### config.mk
export PLATFORM = sky130hd
export DESIGN_NAME = plot_scheduler
export DESIGN_NICKNAME = d
export VERILOG_FILES = /design/src/rtl/tron_pkg.sv /design/src/rtl/rr_arbiter.sv /design/src/rtl/plot_scheduler.sv
export SDC_FILE = /design/constraint.sdc
export NUM_CORES = 1
export LEC_CHECK = 0
export BUFFER_PORTS_ARGS = -buffer_cell sky130_fd_sc_hd__buf_4
export CAP_MARGIN = 20
export CORE_MARGIN = 1.5
export CORE_UTILIZATION = 58
export CTS_CLUSTER_SIZE = 25
export DETAILED_ROUTE_END_ITERATION = 6
export HOLD_SLACK_MARGIN = 0.08
export PLACE_DENSITY = 0.94
export RECOVER_POWER = 100
export SETUP_SLACK_MARGIN = 0.1
export SLEW_MARGIN = 5
export SYNTH_ARGS = -nofsm -noshare
export SYNTH_HDL_FRONTEND = slang
export SYNTH_SLANG_ARGS = --single-unit
export TNS_END_PERCENT = 20
### constraint.sdc
create_clock -name CLOCK_50 -period 11.82 [get_ports CLOCK_50]
set_input_delay 0.591 -clock CLOCK_50 [delete_from_list [all_inputs] [get_ports CLOCK_50]]
set_output_delay 0.591 -clock CLOCK_50 [all_outputs]
set_load 0.02 [all_outputs]
### src/rtl/tron_pkg.sv
// rtl/tron_pkg.sv - shared screen geometry, colours, requester indices and position-field helpers
package tron_pkg;

    localparam int SCREEN_W_DEF = 160;
    localparam int SCREEN_H_DEF = 120;
    localparam int TIMER_Y_DEF  = 119;

    localparam int N_REQ = 5;

    localparam logic [2:0] REQ_P1    = 3'd0;
    localparam logic [2:0] REQ_P2    = 3'd1;
    localparam logic [2:0] REQ_P3    = 3'd2;
    localparam logic [2:0] REQ_P4    = 3'd3;
    localparam logic [2:0] REQ_TIMER = 3'd4;

    localparam logic [2:0] COL_P1    = 3'b001;
    localparam logic [2:0] COL_P2    = 3'b010;
    localparam logic [2:0] COL_P3    = 3'b100;
    localparam logic [2:0] COL_P4    = 3'b110;
    localparam logic [2:0] COL_TIMER = 3'b111;
    localparam logic [2:0] COL_BLACK = 3'b000;

    localparam int X_MSB = 14;
    localparam int X_LSB = 7;
    localparam int Y_MSB = 6;

    typedef enum logic {
        ST_ARB,
        ST_CLEAR
    } plot_state_e;

    function automatic logic [7:0] pos_x(input logic [14:0] pos);
        return pos[X_MSB:X_LSB];
    endfunction

    function automatic logic [6:0] pos_y(input logic [14:0] pos);
        return pos[Y_MSB:0];
    endfunction

endpackage

### src/rtl/rr_arbiter.sv
// rtl/rr_arbiter.sv - round-robin arbiter with rotating priority pointer
module rr_arbiter
    import tron_pkg::*;
#(
    parameter int N = N_REQ
) (
    input  logic                 clk,
    input  logic                 rst_n,
    input  logic [N-1:0]         req,
    input  logic                 advance,
    output logic                 win_valid,
    output logic [$clog2(N)-1:0] win_idx
);

    localparam int IW = $clog2(N);

    logic [IW-1:0] ptr_q;
    logic [IW-1:0] ptr_d;

    // Pick the first requester at or after the pointer, wrapping past N-1; lowest offset wins
    always_comb begin
        int cand;
        win_valid = 1'b0;
        win_idx   = '0;
        cand      = 0;
        for (int i = N - 1; i >= 0; i--) begin
            cand = int'(ptr_q) + i;
            if (cand >= N) begin
                cand = cand - N;
            end
            if (req[cand]) begin
                win_valid = 1'b1;
                win_idx   = IW'(cand);
            end
        end
    end

    // Pointer moves just past the winner only when the caller consumes the grant
    always_comb begin
        ptr_d = ptr_q;
        if (advance && win_valid) begin
            ptr_d = (win_idx == IW'(N - 1)) ? '0 : win_idx + IW'(1);
        end
    end

    // Pointer register
    always_ff @(posedge clk or negedge rst_n) begin
        if (!rst_n) begin
            ptr_q <= '0;
        end else begin
            ptr_q <= ptr_d;
        end
    end

endmodule

### src/rtl/plot_scheduler.sv
// rtl/plot_scheduler.sv - shares the VGA plot port among player heads, timer bar and clear sweep
module plot_scheduler
    import tron_pkg::*;
#(
    parameter int SCREEN_W = SCREEN_W_DEF,
    parameter int SCREEN_H = SCREEN_H_DEF,
    parameter int TIMER_Y  = TIMER_Y_DEF
) (
    input  logic        CLOCK_50,
    input  logic        resetn,
    input  logic        clear_req,
    input  logic [4:0]  req,
    input  logic [14:0] p1,
    input  logic [14:0] p2,
    input  logic [14:0] p3,
    input  logic [14:0] p4,
    input  logic [7:0]  timer_x,
    output logic [4:0]  grant,
    output logic [7:0]  x,
    output logic [6:0]  y,
    output logic [2:0]  colour,
    output logic        plot,
    output logic        clear_busy,
    output logic        dropped
);

    localparam logic [7:0] X_LAST  = 8'(SCREEN_W - 1);
    localparam logic [6:0] Y_LAST  = 7'(SCREEN_H - 1);
    localparam logic [6:0] TIMER_R = 7'(TIMER_Y);

    plot_state_e state_q, state_d;
    logic [7:0]  sx_q, sx_d;
    logic [6:0]  sy_q, sy_d;
    logic [7:0]  x_q, x_d;
    logic [6:0]  y_q, y_d;
    logic [2:0]  colour_q, colour_d;
    logic        plot_q, plot_d;
    logic [4:0]  grant_q, grant_d;
    logic        busy_q, busy_d;
    logic        dropped_q, dropped_d;

    logic        arb_advance;
    logic        win_valid;
    logic [2:0]  win_idx;
    logic [7:0]  src_x;
    logic [6:0]  src_y;
    logic [2:0]  src_col;
    logic        src_out;

    rr_arbiter #(.N(N_REQ)) u_arb (
        .clk       (CLOCK_50),
        .rst_n     (resetn),
        .req       (req),
        .advance   (arb_advance),
        .win_valid (win_valid),
        .win_idx   (win_idx)
    );

    // Pixel source and colour of the current winner, plus its on-screen check
    always_comb begin
        src_x   = pos_x(p1);
        src_y   = pos_y(p1);
        src_col = COL_P1;
        case (win_idx)
            REQ_P2: begin
                src_x   = pos_x(p2);
                src_y   = pos_y(p2);
                src_col = COL_P2;
            end
            REQ_P3: begin
                src_x   = pos_x(p3);
                src_y   = pos_y(p3);
                src_col = COL_P3;
            end
            REQ_P4: begin
                src_x   = pos_x(p4);
                src_y   = pos_y(p4);
                src_col = COL_P4;
            end
            REQ_TIMER: begin
                src_x   = timer_x;
                src_y   = TIMER_R;
                src_col = COL_TIMER;
            end
            default: ;
        endcase
        src_out = (int'(src_x) >= SCREEN_W) || (int'(src_y) >= SCREEN_H);
    end

    // Next state and next output registers; pixel (0,0) leaves with the clear request itself
    always_comb begin
        state_d     = state_q;
        sx_d        = sx_q;
        sy_d        = sy_q;
        x_d         = x_q;
        y_d         = y_q;
        colour_d    = colour_q;
        plot_d      = 1'b0;
        grant_d     = '0;
        busy_d      = 1'b0;
        dropped_d   = 1'b0;
        arb_advance = 1'b0;
        case (state_q)
            ST_ARB: begin
                // busy_q still high here only while the last sweep pixel is on the port
                if (clear_req && !busy_q) begin
                    state_d  = ST_CLEAR;
                    x_d      = '0;
                    y_d      = '0;
                    colour_d = COL_BLACK;
                    plot_d   = 1'b1;
                    busy_d   = 1'b1;
                    sx_d     = 8'd1;
                    sy_d     = '0;
                end else if (win_valid) begin
                    arb_advance = 1'b1;
                    grant_d     = 5'b00001 << win_idx;
                    x_d         = src_x;
                    y_d         = src_y;
                    colour_d    = src_col;
                    plot_d      = !src_out;
                    dropped_d   = src_out;
                end
            end
            ST_CLEAR: begin
                x_d      = sx_q;
                y_d      = sy_q;
                colour_d = COL_BLACK;
                plot_d   = 1'b1;
                busy_d   = 1'b1;
                if (sx_q == X_LAST) begin
                    sx_d = '0;
                    if (sy_q == Y_LAST) begin
                        sy_d    = '0;
                        state_d = ST_ARB;
                    end else begin
                        sy_d = sy_q + 7'd1;
                    end
                end else begin
                    sx_d = sx_q + 8'd1;
                end
            end
            default: state_d = ST_ARB;
        endcase
    end

    // State, sweep counters and registered plot-port outputs
    always_ff @(posedge CLOCK_50 or negedge resetn) begin
        if (!resetn) begin
            state_q   <= ST_ARB;
            sx_q      <= '0;
            sy_q      <= '0;
            x_q       <= '0;
            y_q       <= '0;
            colour_q  <= COL_BLACK;
            plot_q    <= 1'b0;
            grant_q   <= '0;
            busy_q    <= 1'b0;
            dropped_q <= 1'b0;
        end else begin
            state_q   <= state_d;
            sx_q      <= sx_d;
            sy_q      <= sy_d;
            x_q       <= x_d;
            y_q       <= y_d;
            colour_q  <= colour_d;
            plot_q    <= plot_d;
            grant_q   <= grant_d;
            busy_q    <= busy_d;
            dropped_q <= dropped_d;
        end
    end

    assign grant      = grant_q;
    assign x          = x_q;
    assign y          = y_q;
    assign colour     = colour_q;
    assign plot       = plot_q;
    assign clear_busy = busy_q;
    assign dropped    = dropped_q;

endmodule
# Word level (Yosys, flattened, before mapping)
# Cells that the tools add are included.
[word_totals]
romBits = 0
output_inout_bits = 26
latch_bits = 0
wordCells = 119
reg_bits = 45
ram_bits = 0
input_bits = 76
n_memories = 0
[op_classes]
reduce_logical = 6
multipliers = 0
magnitude_cmp = 12
n_eq_ne = 9
mux = 67
div = 0
shift = 1
n_addsub = 12
n_bitwise = 1
[ops]
columns = ["cell", "n"]
rows = [
  ["32-bit by 5-bit less-than comparator with 1-bit output (second input constant)", 5],
  ["32-bit 2-to-1 mux", 5],
  ["32-bit by 4-bit >= comparator with 1-bit output (second input constant)", 4],
  ["32-bit by 4-bit subtractor with 32-bit output (second input constant)", 4],
  ["7-bit 2-to-1 mux", 5],
  ["8-bit 2-to-1 mux", 4],
  ["8-bit case mux with 2 select lines", 2],
  ["8-bit case mux with 4 select lines", 1],
  ["7-bit case mux with 2 select lines", 2],
  ["7-bit case mux with 4 select lines", 1],
  ["1-bit 2-to-1 mux", 26],
  ["3-bit 2-to-1 mux", 8],
  ["1-bit binary-select mux with 3-bit select", 5],
  ["5-bit 2-to-1 mux", 3],
  ["3-bit case mux with 4 select lines", 1],
  ["3-bit by 2-bit adder with 4-bit output (second input constant)", 2],
  ["8-bit by 1-bit adder with 8-bit output (second input constant)", 1],
  ["8-bit equality test (second input constant)", 1],
  ["8-bit >= comparator (second input constant)", 1],
  ["7-bit by 1-bit adder with 7-bit output (second input constant)", 1],
  ["7-bit equality test (second input constant)", 1],
  ["7-bit >= comparator (second input constant)", 1],
  ["3-bit by 2-bit equality test with 1-bit output (second input constant)", 2],
  ["1-bit case mux with 2 select lines", 3],
  ["17 further kinds", 19],
]

# Longest topological paths before layout
# Gate-level depths: netlist of the first run.
[depth]
word_depth = 19
ltp_mapped = 26
mapped_depth_nobuf = 22

# Cells and area by module
# From an unflattened synthesis of the first run, not the netlist that was laid out.
[unflattened]
hier_cells = 462
area_unflattened_um2 = 4007.6
[modules_own_cells]
columns = ["module", "cells_each", "instances", "seq_area_each_um2", "area_each_um2"]
rows = [
  ["plot_scheduler", 292, 1, 1051.0, 2718.9],
  ["rr_arbiter", 170, 1, 75.1, 1288.7],
]

# Worst setup path after synthesis of the first run
# Ideal clock, no wire load.
[synth_timing]
kind = "register to register"
start = "register u_arb.ptr_q[0]"
end = "register plot_q (netlist: plot)"
stages_incl_launch_ff = 24
period_less_slack_ps = 4536
required_ps = 11700
t_arrival_ps = 4416
path_buffers = 3
setup_time_ps = 120
path_slack_ps = 7284
cell_sequence = "dfrtp_1 buf_6 inv_2 buf_6 ha_1 inv_1 fa_1 a21o_1 a21o_1 nor3_1 nor3_1 a21o_1 nor2_1 a221oi_1 o32ai_1 ha_1 ha_1 buf_2 nand2_1 a22o_1 o2bb2ai_1 a31oi_1 a2111o_1 and3_1"
[synth_between]
elab_chain_cells = 19
word_cells_on_any_way = 57
cone_classes = "add/sub: 9; order compare: 7; eq/ne: 4; mux: 35; reduce/logical: 2"
[synth_rtl]
columns = ["item", "line", "source"]
rows = [
  ["start, declared", "rr_arbiter.sv:17", "logic [IW-1:0] ptr_q;"],
  ["start signal, assigned", "rr_arbiter.sv:51", "ptr_q <= ptr_d;"],
  ["3-bit by 3-bit adder with 4-bit output", "rr_arbiter.sv:27", "cand = int'(ptr_q) + i;"],
  ["32-bit by 4-bit subtractor with 32-bit output / 32-bit by 4-bit >= comparator with 1-bit output (equally long branches)", "rr_arbiter.sv:29, rr_arbiter.sv:28", ""],
  ["32-bit 2-to-1 mux", "rr_arbiter.sv:28", "if (cand >= N) begin"],
  ["1-bit binary-select mux with 3-bit select", "rr_arbiter.sv:31", "if (req[cand]) begin"],
  ["1-bit 2-to-1 mux (implied by the code) (2 in series)", "rr_arbiter.sv:31", ""],
  ["3-bit 2-to-1 mux (5 in series)", "rr_arbiter.sv:31", ""],
  ["3-bit equality test (tied with other cells)", "plot_scheduler.sv:64", "case (win_idx)"],
  ["8-bit case mux with 4 select lines / 7-bit case mux with 4 select lines (equally long branches)", "plot_scheduler.sv:64", ""],
  ["8-bit >= comparator / 7-bit >= comparator (equally long branches)", "plot_scheduler.sv:87", "src_out = (int'(src_x) >= SCREEN_W) || (int'(src_y) >= SCREEN_H);"],
  ["1-bit logical OR", "plot_scheduler.sv:87", ""],
  ["1-bit logical NOT", "plot_scheduler.sv:121", "plot_d = !src_out;"],
  ["1-bit 2-to-1 mux *", "plot_scheduler.sv:115", "end else if (win_valid) begin"],
  ["1-bit 2-to-1 mux *", "plot_scheduler.sv:106", "if (clear_req && !busy_q) begin"],
  ["1-bit case mux with 2 select lines *", "plot_scheduler.sv:103", "case (state_q)"],
  ["named net plot_d", "plot_scheduler.sv:37", "logic plot_q, plot_d;"],
  ["end signal, assigned", "plot_scheduler.sv:167", "plot_q <= plot_d;"],
  ["end, declared", "plot_scheduler.sv:37", ""],
]
# The timed path passes the listed nets; every way through them passes the cells marked *. The select of a mux whose other input is x is not followed.
# A chain may end at the register's enable or synchronous reset.

# Final worst setup path of the first run
[layout_timing]
start = "register u_arb.ptr_q[0]"
end = "register dropped_q (netlist: dropped)"
[layout_between]
elab_chain_cells = 18
word_cells_on_any_way = 56
cone_classes = "add/sub: 9; order compare: 7; eq/ne: 4; mux: 35; reduce/logical: 1"
[layout_rtl]
columns = ["item", "line", "source"]
rows = [
  ["3-bit by 3-bit adder with 4-bit output", "rr_arbiter.sv:27", ""],
  ["32-bit by 4-bit subtractor with 32-bit output / 32-bit by 4-bit >= comparator with 1-bit output (equally long branches)", "rr_arbiter.sv:29, rr_arbiter.sv:28", ""],
  ["32-bit 2-to-1 mux", "rr_arbiter.sv:28", ""],
  ["1-bit binary-select mux with 3-bit select", "rr_arbiter.sv:31", ""],
  ["1-bit 2-to-1 mux (implied by the code) (2 in series)", "rr_arbiter.sv:31", ""],
  ["3-bit 2-to-1 mux (5 in series)", "rr_arbiter.sv:31", ""],
  ["3-bit equality test (tied with other cells)", "plot_scheduler.sv:64", ""],
  ["8-bit case mux with 4 select lines / 7-bit case mux with 4 select lines (equally long branches)", "plot_scheduler.sv:64", ""],
  ["8-bit >= comparator / 7-bit >= comparator (equally long branches)", "plot_scheduler.sv:87", ""],
  ["1-bit logical OR", "plot_scheduler.sv:87", ""],
  ["1-bit 2-to-1 mux *", "plot_scheduler.sv:115", ""],
  ["1-bit 2-to-1 mux *", "plot_scheduler.sv:106", ""],
  ["1-bit 2-to-1 mux *", "plot_scheduler.sv:103", ""],
  ["named net dropped_d", "plot_scheduler.sv:40", "logic dropped_q, dropped_d;"],
  ["end signal, assigned", "plot_scheduler.sv:170", "dropped_q <= dropped_d;"],
  ["end, declared", "plot_scheduler.sv:40", ""],
]
# Marks and branches as above.

==> flow_metrics.tcl, run 1 <==
set metrics [dict create \
    viasPerCell 6.97 \
    clock-sinks 45 \
    synth_edf_count 0 \
    ctsResizeCount 0 \
    cts_setup_buffers 0 \
    layout_commonest_cell "buf_4" \
    drv_slew 46 \
    insertion_delay_ns 0.31 \
    status "complete, but fails checks" \
    ioPinCount 102 \
    cp_max_fo 32 \
    gp_congestion 1.04 \
    nFillCells 542 \
    portBuffers 101 \
    clock-root-buffer "clkbuf_8" \
    cp_data_arrival_time_ns 8.35 \
    max_slew_margin -0.644 \
    synthCells 464 \
    fp.dieH_um 84.5 \
    synth_area_um2 3850 \
    holdPathEnd "sx_q[3]$_DFFE_PN0P_" \
    htreeDepth 2 \
    drt-initial-drc-count 469 \
    hold_start "sx_q[3]$_DFFE_PN0P_" \
    critPathKind "flop to flop" \
    start_util 0.603 \
    cp-end-kind "flop" \
    finalSetupTns_ns 0 \
    syn_nets 559 \
    synthFlopType "dfrtp_1" \
    antenna_found_initial 0 \
    numCtsBuffers 5 \
    r2r_setup_slack_ns 3.68 \
    path_clk_slew_ns 0.10 \
    min_period_ns 8.14 \
    setup_viol 0 \
    layout_common_cells "buf_4, nand2_1, dfrtp_1" \
    core_area_um2 6390 \
    first_global_vias 3978 \
    whs_path_depth 1 \
    finClkSkew_ns 0.00917 \
    drive_gt1_frac 0.178 \
    r2r_end "dropped$_DFF_PN0_" \
    async_flop_share 1.00 \
    crit_path_frequent_cell "ha_1" \
    setup.worst_path.start "u_arb.ptr_q[0]$_DFFE_PN0P_" \
    wl_mm 12.6 \
    yosysWarnings 0 \
    hp-class "flop to flop" \
    area_delta_synth_final_pct 17.8 \
    critPathSlowestCell "clkbuf_1" \
    fin_nets 640 \
    grt_max_degree 46 \
    clk_path_buf_depth 2 \
    hold_viol 0 \
    slowest_delay_ns 0.94 \
    cp_cell_sequence "clkbuf_1 > inv_1 > ha_1 > ha_1 > a2111oi_0 > o221a_2 > o21ai_0 > a311oi_1 > or2_0 > clkinvlp_2 > ha_1 > nor3_1 > mux2_1 > a221oi_2 > a2111o_1 > a21boi_0" \
    violations "capacitance limit, slew limit" \
    rr_startpoint "u_arb.ptr_q[0]$_DFFE_PN0P_" \
    rows 29 \
    num_vias 4345 \
    grtUsageTotal 0.346 \
    period_share 0.689 \
    dp_hpwl_mm 9.46 \
    grt_pass1_wl_mm 19.8 \
    ys_seq_area_frac 0.292 \
    rsz0062_at_grt "no" \
    ys_types 72 \
    wire_per_inst_um 20.3 \
    chipWidth_um 84.5 \
    avgSynthCellArea_um2 8.30 \
    route.detailed.drc 0 \
    antenna_cells 0 \
    synth-seq-cells 45 \
    cts_tree "built" \
    postCtsHoldBufs 0 \
    ant_nets 0 \
    rr_worst_depth 16 \
    drt_first_pass_iters 7 \
    worst_pin_slew_ns 2.47 \
    die_area_um2 7140 \
    crit_required_ns 12.03 \
    maxCapViolations 1 \
    critPathLaunchType "flop" \
    gr-total-overflow 0 \
    timing.fmax_mhz 123 \
]
## metrics by stage
stage | instances | hold WS, ns | area (µm²) | setup slack (ns) | util
after global routing | 623 | 0.539 | 4540 | 3.15 | 0.711
after global placement | 615 | 0.492 | 4560 | 6.19 | 0.714
after CTS | 623 | 0.294 | 4660 | 5.99 | 0.730
after floorplan | 464 | 0.295 | 3850 | 7.28 | -
final | 623 | 0.501 | 4540 | 3.68 | 0.711
after detailed placement | 615 | 0.483 | 4560 | 6.04 | 0.714
## worst max path at each step
stage | to | slack, ns | cells after the start
3_5_place_dp | plot$_DFF_PN0_ | 6.04 | 17
5_1_grt | plot$_DFF_PN0_ | 3.15 | 16
4_1_cts | plot$_DFF_PN0_ | 5.99 | 17
2_1_floorplan | plot$_DFF_PN0_ | 7.28 | 23
6_report | dropped$_DFF_PN0_ | 3.68 | 16
3_3_place_gp | plot$_DFF_PN0_ | 6.19 | 17
## registers in the layout, summed over array words and instances, names as in the netlist
| register | flops |
|---|---|
| clear_busy | 1 |
| colour | 3 |
| dropped | 1 |
| grant | 5 |
| plot | 1 |
| state_q | 1 |
| sx_q | 8 |
| sy_q | 7 |
| u_arb.ptr_q | 3 |
| x | 8 |
| y | 7 |
## cells in the mapped netlist, types with 3 or more instances
cell type  number  area (µm²)
a31oi_1        14        87.6
o31ai_1         3        22.5
a221o_1         7        70.1
a22o_1          8        70.1
nand4_1         6        37.5
xnor2_1         5        43.8
and3_1          8        50.1
o2bb2ai_1       3        26.3
o21ai_0        28         140
buf_6           5        56.3
nand2b_1       10        62.6
nor2b_1         6        37.5
a41oi_1         6        52.6
a21o_1          8        60.1
o21a_1          3        22.5
nor3_1         13        65.1
a211oi_1        8        60.1
xor2_1          3        26.3
clkbuf_1       18        67.6
inv_1          13        48.8
a22oi_1         6        45.0
buf_2           4        20.0
a21oi_1        26         130
o221ai_1        8        70.1
nor2_1         33         124
a221oi_1        5        43.8
dfrtp_1        45        1130
nand3_1        18        90.1
mux2i_1         9        90.1
ha_1           18         225
nand2_1        59         221
and2_1          5        31.3
## logic make-up (layout without fill, tap and decap cells)
logic type / after synthesis / count (layout) / share of synthesized area
AO/OA/AOI/OAI: 165 / 165 / 0.314
XOR/XNOR: 8 / 8 / 0.0182
adder cells (fa/ha/maj): 19 / 19 / 0.0637
buffers and inverters: 44 / 126 / 0.0565
flip-flops: 45 / 45 / 0.292
multiplexers: 14 / 14 / 0.0426
AND/OR/NAND/NOR: 169 / 169 / 0.213
## worst max-delay path: cells and delay by family (launching register included)
family,cells,cell delay (ns)
flops,1,0.33
simple gates,2,1.16
mux,1,0.43
buf+inv,3,2.24
fa+ha+maj,3,1.59
compound gates,7,2.26
## layout make-up
| type | count | area [µm²] | share of cell area |
|---|---|---|---|
| Multi-Input combinational cell | 375 | 2490 | 0.549 |
| Sequential cell | 45 | 1130 | 0.248 |
| Timing Repair Buffer | 103 | 664 | 0.146 |
| Tap cell | 77 | 96.3 | 0.0212 |
| Clock buffer | 6 | 82.6 | 0.0182 |
| Inverter | 15 | 57.6 | 0.0127 |
| Clock inverter | 2 | 17.5 | 0.00386 |
## layer usage
metal	track usage	wire length (µm)
met2	0.542	5890
met3	0.0806	1450
met4	0.113	350
met1	0.477	4950
met5	0	0
Power of run 1 is not shown: default switching activity piles up to over one toggle a cycle in this logic, so the estimate is an artifact.
==> run 2: changes to the inputs <==
--- a/config.mk
+++ b/config.mk
@@ -8,11 +8,11 @@
 export BUFFER_PORTS_ARGS = -buffer_cell sky130_fd_sc_hd__buf_4
 export CAP_MARGIN = 20
 export CORE_MARGIN = 1.5
-export CORE_UTILIZATION = 58
+export CORE_UTILIZATION = 49
 export CTS_CLUSTER_SIZE = 25
 export DETAILED_ROUTE_END_ITERATION = 6
 export HOLD_SLACK_MARGIN = 0.08
-export PLACE_DENSITY = 0.94
+export PLACE_DENSITY = 0.85
 export RECOVER_POWER = 100
 export SETUP_SLACK_MARGIN = 0.1
 export SLEW_MARGIN = 5
==> constraint.sdc (replaced) <==
create_clock -name CLOCK_50 -period 6.7 [get_ports CLOCK_50]
set_input_delay 0.335 -clock CLOCK_50 [delete_from_list [all_inputs] [get_ports CLOCK_50]]
set_output_delay 0.335 -clock CLOCK_50 [all_outputs]
set_load 0.02 [all_outputs]
==> run 2 against run 1 <==
  * Critical endpoint is now plot$_DFF_PN0_
  * Routed wire length fell by 2.4%
  * The run still ends with capacitance limit, slew limit left
  * Sequential share of layout area fell by 0.22 points
  * Sequential cell count did not move
  * Final cell count rose by 4.2%
  * Hold slack got worse by 0.097 ns
  * Clock skew fell by 0.0024 ns
  * Largest cell class unchanged
==> flow_metrics.tcl, run 2 (same netlist as run 1, synthesis figures left out) <==
set metrics [dict create \
    cts_tree "built" \
    grtUsageTotal 0.296 \
    dp_hpwl_mm 9.36 \
    finClkSkew_ns 0.00681 \
    fp.dieH_um 91.7 \
    period_share 0.897 \
    drt-initial-drc-count 430 \
    whs_path_depth 3 \
    portBuffers 101 \
    seq_area_um2 1130 \
    clock-root-buffer "clkbuf_8" \
    holdPathEnd "y[1]$_DFFE_PN0P_" \
    critPathKind "flop to flop" \
    ant_nets 0 \
    setup_viol 0 \
    ioPinCount 102 \
    cp-end-kind "flop" \
    hp-class "primary input to flop" \
    clock-sinks 45 \
    num_vias 4155 \
    grt_max_degree 46 \
    timing.fmax_mhz 166 \
    layout_commonest_cell "buf_4" \
    worst_pin_slew_ns 2.42 \
    wl_mm 12.3 \
    status "complete, but fails checks" \
    nFillCells 691 \
    critPathLaunchType "flop" \
    antenna_found_initial 0 \
    finalSetupTns_ns 0 \
    hold_viol 0 \
    r2r_end "plot$_DFF_PN0_" \
    start_util 0.504 \
    die_area_um2 8400 \
    gr-total-overflow 0 \
    crit_required_ns 6.90 \
    htreeDepth 2 \
    multi_input_comb_area_um2 2490 \
    grt_pass1_wl_mm 19.7 \
    viasPerCell 6.40 \
    rows 32 \
    first_global_vias 3868 \
    numCtsBuffers 5 \
    violations "capacitance limit, slew limit" \
    min_period_ns 6.01 \
    ctsResizeCount 0 \
    drt_first_pass_iters 5 \
    route.detailed.drc 0 \
    gp_congestion 0.937 \
    cp_data_arrival_time_ns 6.21 \
    maxCapViolations 1 \
    rr_worst_depth 16 \
    chipWidth_um 91.7 \
    path_clk_slew_ns 0.09 \
    r2r_setup_slack_ns 0.69 \
    wire_per_inst_um 19.0 \
    layout_common_cells "buf_4, nand2_1, dfrtp_1" \
    hold_start "p1[1]" \
    drive_gt1_frac 0.179 \
    clk_path_buf_depth 2 \
    rsz0062_at_grt "no" \
    rr_startpoint "u_arb.ptr_q[2]$_DFFE_PN0P_" \
    core_area_um2 7650 \
    fin_nets 641 \
    drv_slew 46 \
    area_delta_synth_final_pct 18.9 \
    antenna_cells 0 \
    insertion_delay_ns 0.30 \
    max_slew_margin -0.611 \
    cp_max_fo 23 \
]
-- run 2: layout make-up --
class,instances,share of cell area
inverter,15,0.0128
clock buffer,6,0.0180
clock inverter,2,0.00383
multi-input combinational,375,0.543
timing repair buffer,104,0.148
tap,102,0.0279
sequential,45,0.246
-- run 2: how the worst max path moves through the flow --
stage	startpoint	end	slack [ns]	cells after the start
5_1_grt	u_arb.ptr_q[2]$_DFFE_PN0P_	dropped$_DFF_PN0_	0.18	16
3_5_place_dp	u_arb.ptr_q[2]$_DFFE_PN0P_	plot$_DFF_PN0_	0.88	16
6_report	u_arb.ptr_q[2]$_DFFE_PN0P_	plot$_DFF_PN0_	0.69	16
4_1_cts	u_arb.ptr_q[2]$_DFFE_PN0P_	plot$_DFF_PN0_	0.86	16
2_1_floorplan	u_arb.ptr_q[0]$_DFFE_PN0P_	plot$_DFF_PN0_	2.16	23
3_3_place_gp	u_arb.ptr_q[2]$_DFFE_PN0P_	plot$_DFF_PN0_	1.18	16
-- run 2: layer usage --
metal | vias up | GRT usage | share of wire
met3 | 30 | 0.0439 | 0.071
met5 | - | 0 | 0
met1 | 1993 | 0.422 | 0.43
li1 | 1912 | - | -
met2 | 220 | 0.461 | 0.47
met4 | 0 | 0.0977 | 0.028
-- run 2: critical path, stage by stage, from the launching register on --
cell and delay (ns):
dfrtp_1 0.86, inv_1 0.23, ha_1 0.50, a2111oi_0 0.78, o221a_2 0.34, a21oi_1 0.12
mux2i_1 0.18, a221oi_1 0.11, o32ai_1 0.32, ha_1 0.25, ha_1 0.65, nand2_1 0.28
a32o_1 0.32, a211oi_1 0.27, a31oi_1 0.13, a2111o_1 0.38, and3_1 0.17
-- run 2: what timing repair did --
action / 4_1_cts / 5_1_grt
hold buffers: 1 / 0
hold endpoints to repair: 45 / 0
setup buffers: 0 / 0
-- run 2: metrics by stage --
step | utilization | hold slack [ns] | cell area [µm²] | instances | setup WS, ns
finish | 0.599 | 0.404 | 4580 | 649 | 0.689
global route | 0.599 | 0.432 | 4580 | 649 | 0.183
CTS | 0.615 | 0.410 | 4700 | 649 | 0.857
detailed placement | 0.601 | 0.368 | 4590 | 640 | 0.884
global placement | 0.601 | 0.366 | 4590 | 640 | 1.18
floorplan | - | 0.0394 | 3850 | 464 | 2.16
Power of run 2 is left out for the same reason.
==> run 3: changes to the inputs <==
--- a/config.mk
+++ b/config.mk
@@ -5,6 +5,7 @@
 export SDC_FILE = /design/constraint.sdc
 export NUM_CORES = 1
 export LEC_CHECK = 0
+export ABC_CLOCK_PERIOD_IN_PS = 6700
 export BUFFER_PORTS_ARGS = -buffer_cell sky130_fd_sc_hd__buf_4
 export CAP_MARGIN = 20
 export CORE_MARGIN = 1.5
@@ -12,7 +13,7 @@
 export CTS_CLUSTER_SIZE = 25
 export DETAILED_ROUTE_END_ITERATION = 6
 export HOLD_SLACK_MARGIN = 0.08
-export PLACE_DENSITY = 0.85
+export PLACE_DENSITY = 0.78
 export RECOVER_POWER = 100
 export SETUP_SLACK_MARGIN = 0.1
 export SLEW_MARGIN = 5
==> run 3 against run 2 <==
  * The run still ends with capacitance limit, slew limit left
  * Hold slack better by 0.019 ns
  * Sequential cell count unchanged
  * Via count fell by 1.1%
  * Fmax rose by 3.0%
  * First-iteration DRC count fell by 5.6%
  * Design area rose by 0.49%
  * Routed wire length is 0.75% lower
  * Final cell count grew 0.15%
  * Critical endpoint is now x[7]$_DFFE_PN0P_
  * Largest cell class unchanged
==> flow_metrics.tcl, run 3 (same netlist as run 1, synthesis figures left out) <==
set metrics [dict create \
    critPathSlowestCell "mux2i_1" \
    fp.dieH_um 91.7 \
    route.detailed.drc 0 \
    die_area_um2 8400 \
    min_period_ns 5.84 \
    num_vias 4108 \
    worst_pin_slew_ns 2.47 \
    wire_per_inst_um 18.8 \
    grt_pass1_wl_mm 19.1 \
    top_layer "met4" \
    critPathKind "flop to flop" \
    whs_path_depth 3 \
    gr-total-overflow 0 \
    drt-initial-drc-count 406 \
    clk_path_buf_depth 2 \
    setup_viol 0 \
    finClkSkew_ns 0.00405 \
    nFillCells 760 \
    drt_first_pass_iters 5 \
    rsz0062_at_grt "no" \
    max_slew_margin -0.648 \
    hold_viol 0 \
    fin_nets 643 \
    maxCapViolations 1 \
    core_area_um2 7650 \
    status "complete, but fails checks" \
    seq_area_um2 1130 \
    clock-sinks 45 \
    portBuffers 101 \
    cp_cell_sequence "inv_1 > ha_1 > inv_1 > fa_1 > a21o_1 > a21o_1 > nor3_1 > nor3_1 > a21o_1 > nor2_1 > a221oi_1 > o32ai_1 > ha_1 > ha_1 > nor3_1 > mux2i_1 > o221ai_1 > a221oi_1 > nor2_1" \
    layout_common_cells "buf_4, nand2_1, dfrtp_1" \
    slowest_delay_ns 0.72 \
    insertion_delay_ns 0.31 \
    critPathLaunchType "flop" \
    area_delta_synth_final_pct 19.5 \
    cp_max_fo 16 \
    hp-class "primary input to flop" \
    grtUsageTotal 0.287 \
    clock-root-buffer "clkbuf_8" \
    chipWidth_um 91.7 \
    dp_hpwl_mm 9.30 \
    drv_slew 46 \
    timing.fmax_mhz 171 \
    ctsResizeCount 0 \
    gp_congestion 0.898 \
    viasPerCell 6.32 \
    setup.worst_path.start "u_arb.ptr_q[0]$_DFFE_PN0P_" \
    met1_length_mm 5.07 \
    cp_data_arrival_time_ns 6.03 \
    rr_startpoint "u_arb.ptr_q[0]$_DFFE_PN0P_" \
    violations "capacitance limit, slew limit" \
    numCtsBuffers 5 \
    rows 32 \
    routed-wl-met3_um 990 \
    grt_max_degree 46 \
    layout_commonest_cell "buf_4" \
    finalSetupTns_ns 0 \
    multi_input_comb_area_um2 2490 \
    ioPinCount 102 \
    antenna_cells 0 \
    hold_start "p1[2]" \
    rr_worst_depth 19 \
    path_clk_slew_ns 0.09 \
    crit_required_ns 6.89 \
    cp-end-kind "flop" \
    cts_tree "built" \
    htreeDepth 2 \
    start_util 0.504 \
    drive_gt1_frac 0.179 \
    antenna_found_initial 0 \
    first_global_vias 3754 \
    wl_mm 12.2 \
    period_share 0.871 \
    ant_nets 0 \
    wl_met2_mm 5.94 \
]
run 3: cell types whose count changed in the layout (fill, tap and decap cells not counted):
| cell | previous run | this run |
|---|---|---|
| inv_1 | 13 | 14 |
| clkbuf_8 | 6 | 5 |
| inv_2 | 1 | 0 |
| clkinv_4 | 1 | 0 |
| and2_1 | 5 | 4 |
| bufinv_16 | 0 | 1 |
| buf_4 | 75 | 77 |
| and2_0 | 0 | 1 |
run 3: worst paths after layout:
check | end | slack, ns
worst max-delay path | x[7]$_DFFE_PN0P_ | 0.86
worst min-delay path | y[2]$_DFFE_PN0P_ | 0.42
worst max register to register | x[7]$_DFFE_PN0P_ | 0.86
worst min register to register | x[2]$_DFFE_PN0P_ | 0.52
max in group asynchronous | sy_q[1]$_DFFE_PN0P_ | 3.97
min in group asynchronous | x[0]$_DFFE_PN0P_ | 1.33
run 3: routing by layer:
layer / vias up / GRT usage
li1: 1923 / -
met1: 1960 / 0.398
met2: 197 / 0.450
met3: 28 / 0.0589
met4: 0 / 0.0898
met5: - / 0
run 3: area by class of cell:
type,count,area share
multi-input cells,375,0.541
flip-flops and latches,45,0.245
inverters,15,0.0128
repair buffers,106,0.151
clock inverters,2,0.00843
clock buffers,5,0.0150
well taps,102,0.0277
run 3: stage by stage:
stage	area, µm²	hold slack [ns]	utilization	worst slack [ns]	std cells
after floorplan	3850	0.0394	-	2.16	464
after global placement	4610	0.364	0.603	1.48	642
final	4600	0.424	0.602	0.864	650
after global routing	4600	0.428	0.602	0.429	650
after detailed placement	4610	0.370	0.603	1.19	642
after CTS	4730	0.425	0.618	1.17	650
run 3: worst max-delay path: cells and delay by family (launching register included):
kind                       cells  cell delay, ns
buffers and inverters          2            0.41
muxes                          1            0.72
and+or+nand+nor                5            0.89
AOI/OAI and AO/OA              7            1.83
adders and majority gates      4            1.46
DFF                            1            0.39
run 3: what timing repair did:
| action | in CTS | in global routing |
|---|---|---|
| setup buffers | 0 | 0 |
| hold buffers | 1 | 0 |
| endpoints found under the hold margin | 45 | 0 |
Power of run 3 is left out for the same reason.
